--- config.mk ---
export PLATFORM = sky130hd
export DESIGN_NAME = cast_narrow_pipe
export DESIGN_NICKNAME = d
export VERILOG_FILES = /design/src/rtl/cast_narrow_pipe.sv
export SDC_FILE = /design/constraint.sdc
export NUM_CORES = 1
export LEC_CHECK = 0
export ABC_AREA = 1
export CAP_MARGIN = 20
export CORE_ASPECT_RATIO = 0.75
export CORE_MARGIN = 8
export CORE_UTILIZATION = 52
export DETAILED_ROUTE_END_ITERATION = 16
export PLACE_DENSITY = 0.8
export SYNTH_ARGS = -nofsm -noshare
export SYNTH_HDL_FRONTEND = slang
export SYNTH_SLANG_ARGS = --single-unit
--- constraint.sdc ---
create_clock -name clk -period 2.1 [get_ports clk]
set_input_delay 0.42 -clock clk [delete_from_list [all_inputs] [get_ports clk]]
set_output_delay 0.42 -clock clk [all_outputs]
set_load 0.005 [all_outputs]
--- src/rtl/cast_narrow_pipe.sv ---
// Multi-lane width-narrowing stage with selectable truncate, saturate or scale conversion,
// per-lane clip flags and saturating clip counters, buffered behind a valid/ready FIFO.
module cast_narrow_pipe #(
  parameter int NCH   = 4,
  parameter int IN_W  = 8,
  parameter int OUT_W = 4,
  parameter int DEPTH = 2,
  parameter int CNT_W = 8
) (
  input  logic                 clk,
  input  logic                 rst_n,
  input  logic [1:0]           mode,
  input  logic                 in_valid,
  output logic                 in_ready,
  input  logic [NCH*IN_W-1:0]  in_data,
  output logic                 out_valid,
  input  logic                 out_ready,
  output logic [NCH*OUT_W-1:0] out_data,
  output logic [NCH-1:0]       out_clip,
  input  logic                 clr_cnt,
  output logic [NCH*CNT_W-1:0] clip_cnt
);

  localparam int D  = IN_W - OUT_W;
  localparam int PW = (DEPTH > 1) ? $clog2(DEPTH) : 1;
  localparam int CW = $clog2(DEPTH + 1);
  localparam int EW = NCH * OUT_W + NCH;

  // Each conversion returns {clip, y}.
  function automatic logic [OUT_W:0] sat_u(input logic [IN_W-1:0] x);
    if (|x[IN_W-1:OUT_W]) return {1'b1, {OUT_W{1'b1}}};
    return {1'b0, x[OUT_W-1:0]};
  endfunction

  // In range iff every bit from the output sign bit upward equals the input sign.
  function automatic logic [OUT_W:0] sat_s(input logic signed [IN_W-1:0] x);
    logic [D:0] top;
    top = x[IN_W-1:OUT_W-1];
    if (top == '0 || top == '1) return {1'b0, x[OUT_W-1:0]};
    if (x < 0) return {1'b1, 1'b1, {(OUT_W-1){1'b0}}};
    return {1'b1, 1'b0, {(OUT_W-1){1'b1}}};
  endfunction

  function automatic logic [OUT_W:0] conv_f(input logic [1:0] m, input logic [IN_W-1:0] x);
    case (m)
      2'd0:    return {|x[IN_W-1:OUT_W], x[OUT_W-1:0]};
      2'd1:    return sat_u(x);
      2'd2:    return sat_s(signed'(x));
      default: return {1'b0, x[IN_W-1:D]};
    endcase
  endfunction

  function automatic logic [PW-1:0] ptr_next(input logic [PW-1:0] p);
    return (p == PW'(DEPTH - 1)) ? '0 : p + PW'(1);
  endfunction

  logic [NCH*OUT_W-1:0] data_p0;
  logic [NCH-1:0]       clip_p0;
  logic                 push;
  logic                 pop;
  logic [PW-1:0]        wr_ptr;
  logic [PW-1:0]        rd_ptr;
  logic [CW-1:0]        count;
  logic [EW-1:0]        mem [DEPTH];
  logic [EW-1:0]        head_p1;

  assign in_ready  = (count < CW'(DEPTH));
  assign out_valid = (count != '0);
  assign push      = in_valid && in_ready;
  assign pop       = out_valid && out_ready;

  // Stage p0: combinational per-lane conversion and clip-count update on push
  for (genvar k = 0; k < NCH; k++) begin : g_lane
    typedef logic [IN_W-1:0] lane_t;
    lane_t            x;
    logic [OUT_W:0]   r;
    logic [CNT_W-1:0] cnt;

    assign x = in_data[k*IN_W +: IN_W];
    assign r = conv_f(mode, x);
    assign data_p0[k*OUT_W +: OUT_W] = r[OUT_W-1:0];
    assign clip_p0[k] = r[OUT_W];
    assign clip_cnt[k*CNT_W +: CNT_W] = cnt;

    always_ff @(posedge clk or negedge rst_n) begin
      if (!rst_n)                            cnt <= '0;
      else if (clr_cnt)                      cnt <= '0;
      else if (push && r[OUT_W] && cnt != '1) cnt <= cnt + CNT_W'(1);
    end
  end

  // Stage p1: FIFO of {data, clip}; storage itself is not reset, the count gates visibility
  always_ff @(posedge clk) begin
    if (push) mem[wr_ptr] <= {data_p0, clip_p0};
  end

  always_ff @(posedge clk or negedge rst_n) begin
    if (!rst_n) begin
      wr_ptr <= '0;
      rd_ptr <= '0;
      count  <= '0;
    end else begin
      if (push) wr_ptr <= ptr_next(wr_ptr);
      if (pop)  rd_ptr <= ptr_next(rd_ptr);
      if (push && !pop)      count <= count + CW'(1);
      else if (pop && !push) count <= count - CW'(1);
    end
  end

  assign head_p1  = mem[rd_ptr];
  assign out_data = out_valid ? head_p1[EW-1:NCH] : '0;
  assign out_clip = out_valid ? head_p1[NCH-1:0]  : '0;

endmodule

* Yosys cells after proc, flatten, opt, wreduce, memory -nomap -nowiden
Memory sizes are Yosys's and may differ from the RTL's.
Cells that the tools add are included.
** Operators by class
- Order comparisons :: 5
- Multiply operators :: 0
- Bitwise operators :: 0
- Div/mod/pow operators :: 0
- Mux-type cells :: 72
- $add $sub $neg :: 8
- Shifts and indexed selects :: 0
- Eq/ne operators :: 10
- Reduce and logical (&&, ||, !) cells :: 33
** Operators by type and width (number)
- two-way mux 5 bit :: 24
- two-way mux 8 bit :: 8
- one-hot mux 5 bit (3 select lines) :: 4
- adder 8 x 1 -> 8 bit, second input constant :: 4
- less-than comparator 8 x 1 -> 1 bit, second input constant :: 4
- two-way mux 1 bit :: 32
- != test 8 bit, second input constant :: 4
- == test 5 bit, second input constant :: 4
- logical NOT 5 bit :: 4
- two-way mux 16 bit :: 1
- OR reduction 4 bit :: 4
- logical AND 1 bit :: 12
- nonzero test 2 bit :: 6
- logical OR 1 bit :: 4
- two-way mux 2 bit :: 2
- two-way mux 4 bit :: 1
- adder 1 bit, second input constant :: 2
- adder 2 x 1 -> 2 bit, second input constant :: 1
- == test 2 x 1 -> 1 bit, second input constant :: 1
- == test 2 bit, second input constant :: 1
- logical NOT 1 bit :: 2
- logical NOT 2 bit :: 1
- less-than comparator 2 bit, second input constant :: 1
- subtractor 2 x 1 -> 2 bit, second input constant :: 1
** Word-level totals
- Input port bits :: 39
- Memories :: 1
- Logic and storage cells :: 136
- Flip-flop bits (word level) :: 36
- Output and inout bits :: 54
- Memory bits (read-only) :: 0
- Bits in latches :: 0
- Bits in writable memories :: 40
** Memories
- mem :: depth 2, width 20, rd ports 1, clocked after memory_dff 0, wr ports 1, line 64 : logic [EW-1:0] mem [DEPTH];

* Depth between registers and ports, before layout
Gate-level depths: netlist of the first run.
- Depth in word-level cells :: 13
- Gate-level depth with buffers :: 9
- Mapped depth without buffers :: 9

* Worst setup path before layout of the first run
Ideal clock, no wire load.
- Kind :: flip-flop to flip-flop
- Start :: register count[1]
- End :: memory mem[0][0] in the netlist's numbering, enable pin
- Cell stages (with the launch flop) :: 4
- Data required time :: 1.703 ns
- Period minus slack after synthesis :: 1.873 ns
- Setup time :: 0.397 ns
- Setup slack :: 0.227 ns
- Path buffers :: 0
- Data arrival time :: 1.477 ns
- Cell sequence :: dfrtp_1 > clkinv_1 > nand2_2 > nor2_1
** Between the ends
- Longest elaborated chain between the ends :: 4
** RTL lines
- start: declaration :: line 63 : logic [CW-1:0] count;
- start signal: assignment :: line 105 : if (push && !pop) count <= count + CW'(1);
- start signal: assignment :: line 106 : else if (pop && !push) count <= count - CW'(1);
- less-than comparator 2 bit :: line 67 : assign in_ready = (count < CW'(DEPTH));
- named net in_ready :: line 14 : output logic in_ready,
- logical AND 1 bit :: line 69 : assign push = in_valid && in_ready;
- two-way mux 1 bit :: line 94 : if (push) mem[wr_ptr] <= {data_p0, clip_p0};
- two-way mux 1 bit (implied by the code) :: line 94
- end: declaration :: line 64
The timed path passes the listed nets, and every way through them passes these cells.

* Worst setup path in the final report of the first run
- Start :: register rd_ptr
- End :: output port out_clip[1]
** Between the ends
- Longest elaborated chain between the ends :: 2
** RTL lines
- start: declaration :: line 62 : logic [PW-1:0] rd_ptr;
- start signal: assignment :: line 104 : if (pop) rd_ptr <= ptr_next(rd_ptr);
- memory read (2 x 20 bit)
- two-way mux 4 bit :: line 112 : assign out_clip = out_valid ? head_p1[NCH-1:0] : '0;
- end: declaration :: line 19 : output logic [NCH-1:0] out_clip,
No other way between the ends.

==> run_results.csv, run 1 <==
group,metric,value,unit
worst_setup_path,cp_data_required_time,1.68,ns
layout,fin_cells,772,
layout,post-route-util,0.708,
cts,cts-htree-levels,3,
pwr,p_leak,2.82,nW
synth,syn_inst,552,
pwr,clkPwrFrac,0.271,
worst_setup_path,rrSetupSlack,0.39,ns
worst_setup_path,worstPathMaxFanout,12,
floorplanning,start_util,0.531,
grt,grt_max_degree,49,
drt,drc,0,
grt,track_usage,0.207,
layout,nets,703,
sta,period_needed,2.03,ns
synth,avgSynthCellArea,8.06,um2
min_path,min_path_type,"input pin to async pin",
layout,antenna_cells,0,
floorplanning,fp-row-count,29,
drt,via_count,4277,
cts,root_buffer,"clkbuf_16",
placement,dp.cells,754,
synth,synth_edf_count,40,
pwr,p_sw_frac,0.335,
synth,ys_ff_latch,76,
drt,drt_wl_total,11800,um
sta,rsz0062_at_grt,"false",
outcome,status,"finished clean",
grt,grt_overflow,0,
grt,grt_pass1_wl,19400,um
drt,vias_per_cell,5.54,
synth,synthFlopType,"edfxtp_1",
run,max_cap_viol_count,0,
grt,antenna_found_initial,0,
cts,path_clk_slew,0.06,ns
floorplanning,io_pins,93,
sta,relSlewSlack,0.659,
drt,wl_per_cell,15.3,um
worst_setup_path,crit_start,"rd_ptr$_DFFE_PN0P_",
pwr,p_int,0.00345,W
placement,place_hpwl,8560,um
cts,tritoncts,"done",
floorplanning,core,0.00838,mm2
cts,ctsHoldBuffers,0,
synth,yosys_warnings,0,
sta,tns,0,ns
synth,synth_area_leaders,"edfxtp_1, dfrtp_1, nand2_1, nand3_1, nand4_1",
sta,slew_viol_final,0,
cts,clk_latency,0.34,ns
layout,multi_input_area,0.00211,mm2
synth,syn_area,0.00445,mm2
layout,seq_area,0.00210,mm2
synth,ys_types,32,
synth,yosysMostFrequentCell,"nand2_1",
floorplanning,dieArea,0.0118,mm2
synth,ys_seq_area_frac,0.473,
worst_setup_path,r2r_start,"g_lane[2].cnt[0]$_DFFE_PN0P_",
worst_setup_path,start_kind,"register",
layout,layout-drive-gt1-share,0.0994,
sta,fmax,0.492,GHz
cts,cts.sink_count,76,
floorplanning,dieWidth,123,um
synth,synthArstFlopShare,0.474,
pwr,p_seq_frac,0.367,
worst_setup_path,path_class,"register to output pin",
worst_setup_path,r2r_cells,7,
grt,grt_pass1_vias,4126,
synth,syn_nets,596,
sta,clock_skew,0.00895,ns
synth,yosysTopAreaCell,"edfxtp_1",
pwr,p_switching,0.00174,W
drt,antenna_left,0,
drt,first_pass_iters,5,
worst_setup_path,crit_arrival,1.61,ns
placement,place_congestion,0.941,
pwr,ir_worst_vdd,610,uV
placement,port_buffers,92,
cts,clock_path_buffers,2,
layout,syn_to_final_growth,33.4,%
sta,finalSetupViolations,0,
pwr,power_density,875,mW/mm2
drt,drt_iter0_markers,331,
layout,fillerInstances,632,
pwr,comb_power_share,0.361,
synth,yosys.area.top_type_share,0.270,
floorplanning,fp.dieH,96.1,um
worst_setup_path,rr_endpoint,"g_lane[2].cnt[6]$_DFFE_PN0P_",
cts,numCtsBuffers,9,
synth,synthTopCellsByCount,"nand2_1, nand3_1, inv_1, nor2_1, edfxtp_1",
sta,hold_viol,0,
worst_setup_path,endpoint_kind,"output pin",
sta,tightest_slew,0.512,ns
sta,finalCritPeriodShare,0.968,
==> logic make-up (layout without fill, tap and decap cells) <==
logic type               after synthesis  count (layout)  synth area share
buffers and inverters                 68             180            0.0588
AND/OR/NAND/NOR                      326             326             0.341
flip-flops                            76              76             0.473
adder cells (fa/ha/maj)                5               5            0.0141
XOR/XNOR                              20              20            0.0394
AO/OA/AOI/OAI                         57              57            0.0740
==> repair_timing <==
| action | 4_1_cts | 5_1_grt |
|---|---|---|
| gates resized for setup | 24 | 8 |
| endpoints found under the setup margin | 19 | 5 |
| buffers inserted | 2 | 0 |
==> layout by cell type (no fill, tap or decap), types with 4 or more instances in the layout <==
master and n:
nand3_1 63, inv_1 46, nor2_1 46, dlymetal6s2s_1 4, ha_1 5, clkdlybuf4s50_1 71
nand2_1 161, a21oi_1 28, a21oi_2 8, nand2_4 8, xor2_1 18, clkbuf_16 9
o21ai_0 13, edfxtp_1 40, dfrtp_1 36, inv_2 5, buf_4 13, nand4_1 36
buf_12 5, dlygate4sd2_1 16
==> worst max-delay path, stage by stage (launching register included) <==
cell and delay [ns]:
dfrtp_1 0.42, inv_2 0.09, buf_6 0.15, buf_4 0.12, nand2_1 0.05, a21oi_1 0.18, dlygate4sd2_1 0.27
==> flip-flops by register name (all words and copies together) (netlist names) <==
signal and count:
wr_ptr 1, mem 40, rd_ptr 1, g_lane.cnt 32
count 2
==> per-stage QoR <==
step / power (W) / cell area [um2] / worst slack [ns] / hold WS [ns]
5_1_grt: 0.00547 / 5930 / 0.00832 / 0.167
4_1_cts: 0.00519 / 5910 / 0.00541 / 0.142
2_1_floorplan: 0.00277 / 4450 / 0.227 / 0.124
3_5_place_dp: 0.00383 / 5620 / 0.00231 / 0.498
3_3_place_gp: 0.00379 / 5620 / 0.0746 / 0.484
6_report: 0.00519 / 5930 / 0.0666 / 0.117
==> power groups by stage <==
stage	combinational (W)	clock [W]	sequential, W
finish	0.00187	0.00141	0.00191
global placement	0.00188	0	0.00191
global route	0.00205	0.00149	0.00192
CTS	0.00187	0.00142	0.00190
detailed placement	0.00191	0	0.00192
floorplan	0.000859	0	0.00191
==> layer usage <==
layer  part of all wire  up-vias  GRT usage
met1               0.42     2014      0.255
met2               0.49      175      0.349
met4              0.014        0     0.0627
met5                  0        -          0
met3              0.077       16     0.0574
li1                   -     2072          -
==> layout make-up <==
cell class	instances	share of cell area
multi-input combinational	408	0.355
sequential	76	0.354
timing repair buffer	112	0.190
clock buffer	9	0.0380
inverter	52	0.0329
tap	108	0.0228
clock inverter	7	0.00717
==> worst max path at each step <==
| stage | end | slack, ns |
|---|---|---|
| detailed placement | mem[1][9]$_DFFE_PP_ | 0.002 |
| floorplan | mem[0][0]$_DFFE_PP_ | 0.23 |
| finish | out_clip[1] | 0.07 |
| global placement | mem[1][9]$_DFFE_PP_ | 0.07 |
| global route | out_valid | 0.008 |
| CTS | out_data[2] | 0.005 |
No activity file was read; power rests on OpenSTA's default activity.
==> run 2: changes to the inputs <==
Settings changed: TNS_END_PERCENT set to 10.
==> run 2 against run 1 <==
Clock skew is 0.0010 ns higher. Worst hold slack better by 0.0089 ns. Largest cell class unchanged. Die area stayed put. Global-route usage is 0.089 points lower. Via count is 0.61% higher. Final cell count is 0.26% lower. Clock-buffer cell count stayed put. Highest routed layer unchanged. Core utilization is 0.19 points lower. Total power is 0.33% lower. Sequential power hardly changed. Critical path type unchanged.
==> run_results.csv, run 2 (synthesized netlist as in run 1, its figures left out) <==
group,metric,value,unit
drt,wl_per_cell,15.4,um
drt,via_count,4303,
sta,clock_skew,0.00996,ns
min_path,min_path_type,"input pin to async pin",
drt,drt_iter0_markers,384,
sta,tightest_slew,0.494,ns
layout,reg_top3,"mem (40), g_lane.cnt (32), count (2)",
sta,period_needed,2.10,ns
floorplanning,io_pins,93,
drt,first_pass_iters,5,
drt,antenna_left,0,
floorplanning,core,0.00838,mm2
layout,fin_cells,770,
layout,top_register,"mem",
sta,rsz0062_at_grt,"true",
floorplanning,fp-row-count,29,
grt,grt_pass1_wl,19300,um
layout,layout-drive-gt1-share,0.0967,
floorplanning,start_util,0.531,
sta,hold_viol,0,
worst_setup_path,endpoint_kind,"output pin",
worst_setup_path,worstPathMaxFanout,9,
sta,fmax,0.476,GHz
run,max_cap_viol_count,0,
layout,final_common_cell,"nand2_1",
cts,cts-htree-levels,3,
placement,dp.cells,754,
worst_setup_path,start_kind,"register",
sta,relSlewSlack,0.670,
grt,track_usage,0.206,
cts,clk_latency,0.33,ns
cts,numCtsBuffers,9,
grt,grt_overflow,0,
layout,syn_to_final_growth,33.0,%
floorplanning,dieArea,0.0118,mm2
placement,port_buffers,92,
drt,vias_per_cell,5.59,
placement,place_hpwl,8560,um
placement,place_congestion,0.941,
sta,slew_viol_final,0,
pwr,p_total,0.00517,W
placement,place_area,0.00562,mm2
worst_setup_path,crit_arrival,1.68,ns
layout,antenna_cells,0,
sta,finalSetupViolations,0,
cts,tritoncts,"done",
drt,drc,0,
grt,antenna_found_initial,0,
pwr,p_leak,2.81,nW
layout,largest_reg_flops,40,
floorplanning,fp.dieH,96.1,um
worst_setup_path,cp_data_required_time,1.68,ns
cts,clock_path_buffers,2,
drt,drt_wl_total,11900,um
cts,path_clk_slew,0.06,ns
worst_setup_path,path_class,"register to output pin",
sta,finalCritPeriodShare,1.00,
pwr,power_density,874,mW/mm2
cts,ctsHoldBuffers,0,
grt,grt_pass1_vias,4084,
layout,mostFrequentLayoutCells,"nand2_1, clkdlybuf4s50_1, nand3_1",
pwr,ir_worst_vdd,641,uV
outcome,status,"finished clean",
grt,grt_max_degree,49,
cts,root_buffer,"clkbuf_16",
layout,fin_area,0.00592,mm2
floorplanning,dieWidth,123,um
sta,tns,0,ns
layout,nets,701,
cts,cts.sink_count,76,
run 2: cell count changes in the layout (fill, tap and decap cells not counted):
cell / delta
buf_12: -1
buf_4: -2
buf_8: +1
clkdlybuf4s50_1: +3
dlygate4sd2_1: -3
run 2: cell type report:
type / count / area, um2
Clock buffer: 9 / 225
Tap cell: 108 / 135
Timing Repair Buffer: 110 / 1110
Inverter: 52 / 195
Fill cell: 636 / 2470
Multi-Input combinational cell: 408 / 2110
Sequential cell: 76 / 2100
Clock inverter: 7 / 42.5
run 2: path summary, 6_finish.rpt:
kind / cells past startpoint / to / start / slack, ns
worst max register to register: 8 / count[1]$_DFFE_PN0P_ / count[0]$_DFFE_PN0P_ / 0.39
worst min-delay path: 2 / g_lane[0].cnt[5]$_DFFE_PN0P_ / rst_n / 0.13
worst min register to register: 1 / count[0]$_DFFE_PN0P_ / count[0]$_DFFE_PN0P_ / 0.55
max in group asynchronous: 2 / g_lane[2].cnt[6]$_DFFE_PN0P_ / rst_n / 1.62
worst max-delay path: 5 / out_data[6] / rd_ptr$_DFFE_PN0P_ / 0.001
min in group clk: 1 / count[0]$_DFFE_PN0P_ / count[0]$_DFFE_PN0P_ / 0.55
run 2: layer usage:
layer | track usage | up-vias | share of wire
met5 | 0 | - | 0
met4 | 0.0607 | 0 | 0.013
met3 | 0.0545 | 14 | 0.076
met2 | 0.343 | 178 | 0.49
met1 | 0.260 | 2040 | 0.42
li1 | - | 2071 | -
run 2: critical path, cell delays in order (launching register included):
cell and delay (ns):
dfrtp_1 0.42, inv_2 0.09, buf_6 0.13, nand2_1 0.05, a21oi_1 0.13, clkdlybuf4s50_1 0.52
run 2: timing repair:
action,in CTS,in global routing
pin swaps,0,0
hold endpoints to repair,0,0
buffers inserted,0,0
cloned,0,0
gates resized for setup,20,8
setup endpoints to repair,19,8
run 2: power breakdown:
group | switching (W) | total, W | internal, W
logic | 0.00103 | 0.00186 | 0.000835
registers | 0.0000904 | 0.00190 | 0.00181
clock network | 0.000612 | 0.00141 | 0.000793
run 2: through the flow:
step	util	hold WS (ns)	setup slack [ns]
floorplan	-	0.124	0.227
global placement	0.670	0.484	0.0746
detailed placement	0.670	0.498	0.00231
CTS	0.703	0.142	-0.0615
global route	0.706	0.167	-0.0917
finish	0.706	0.126	0.00102
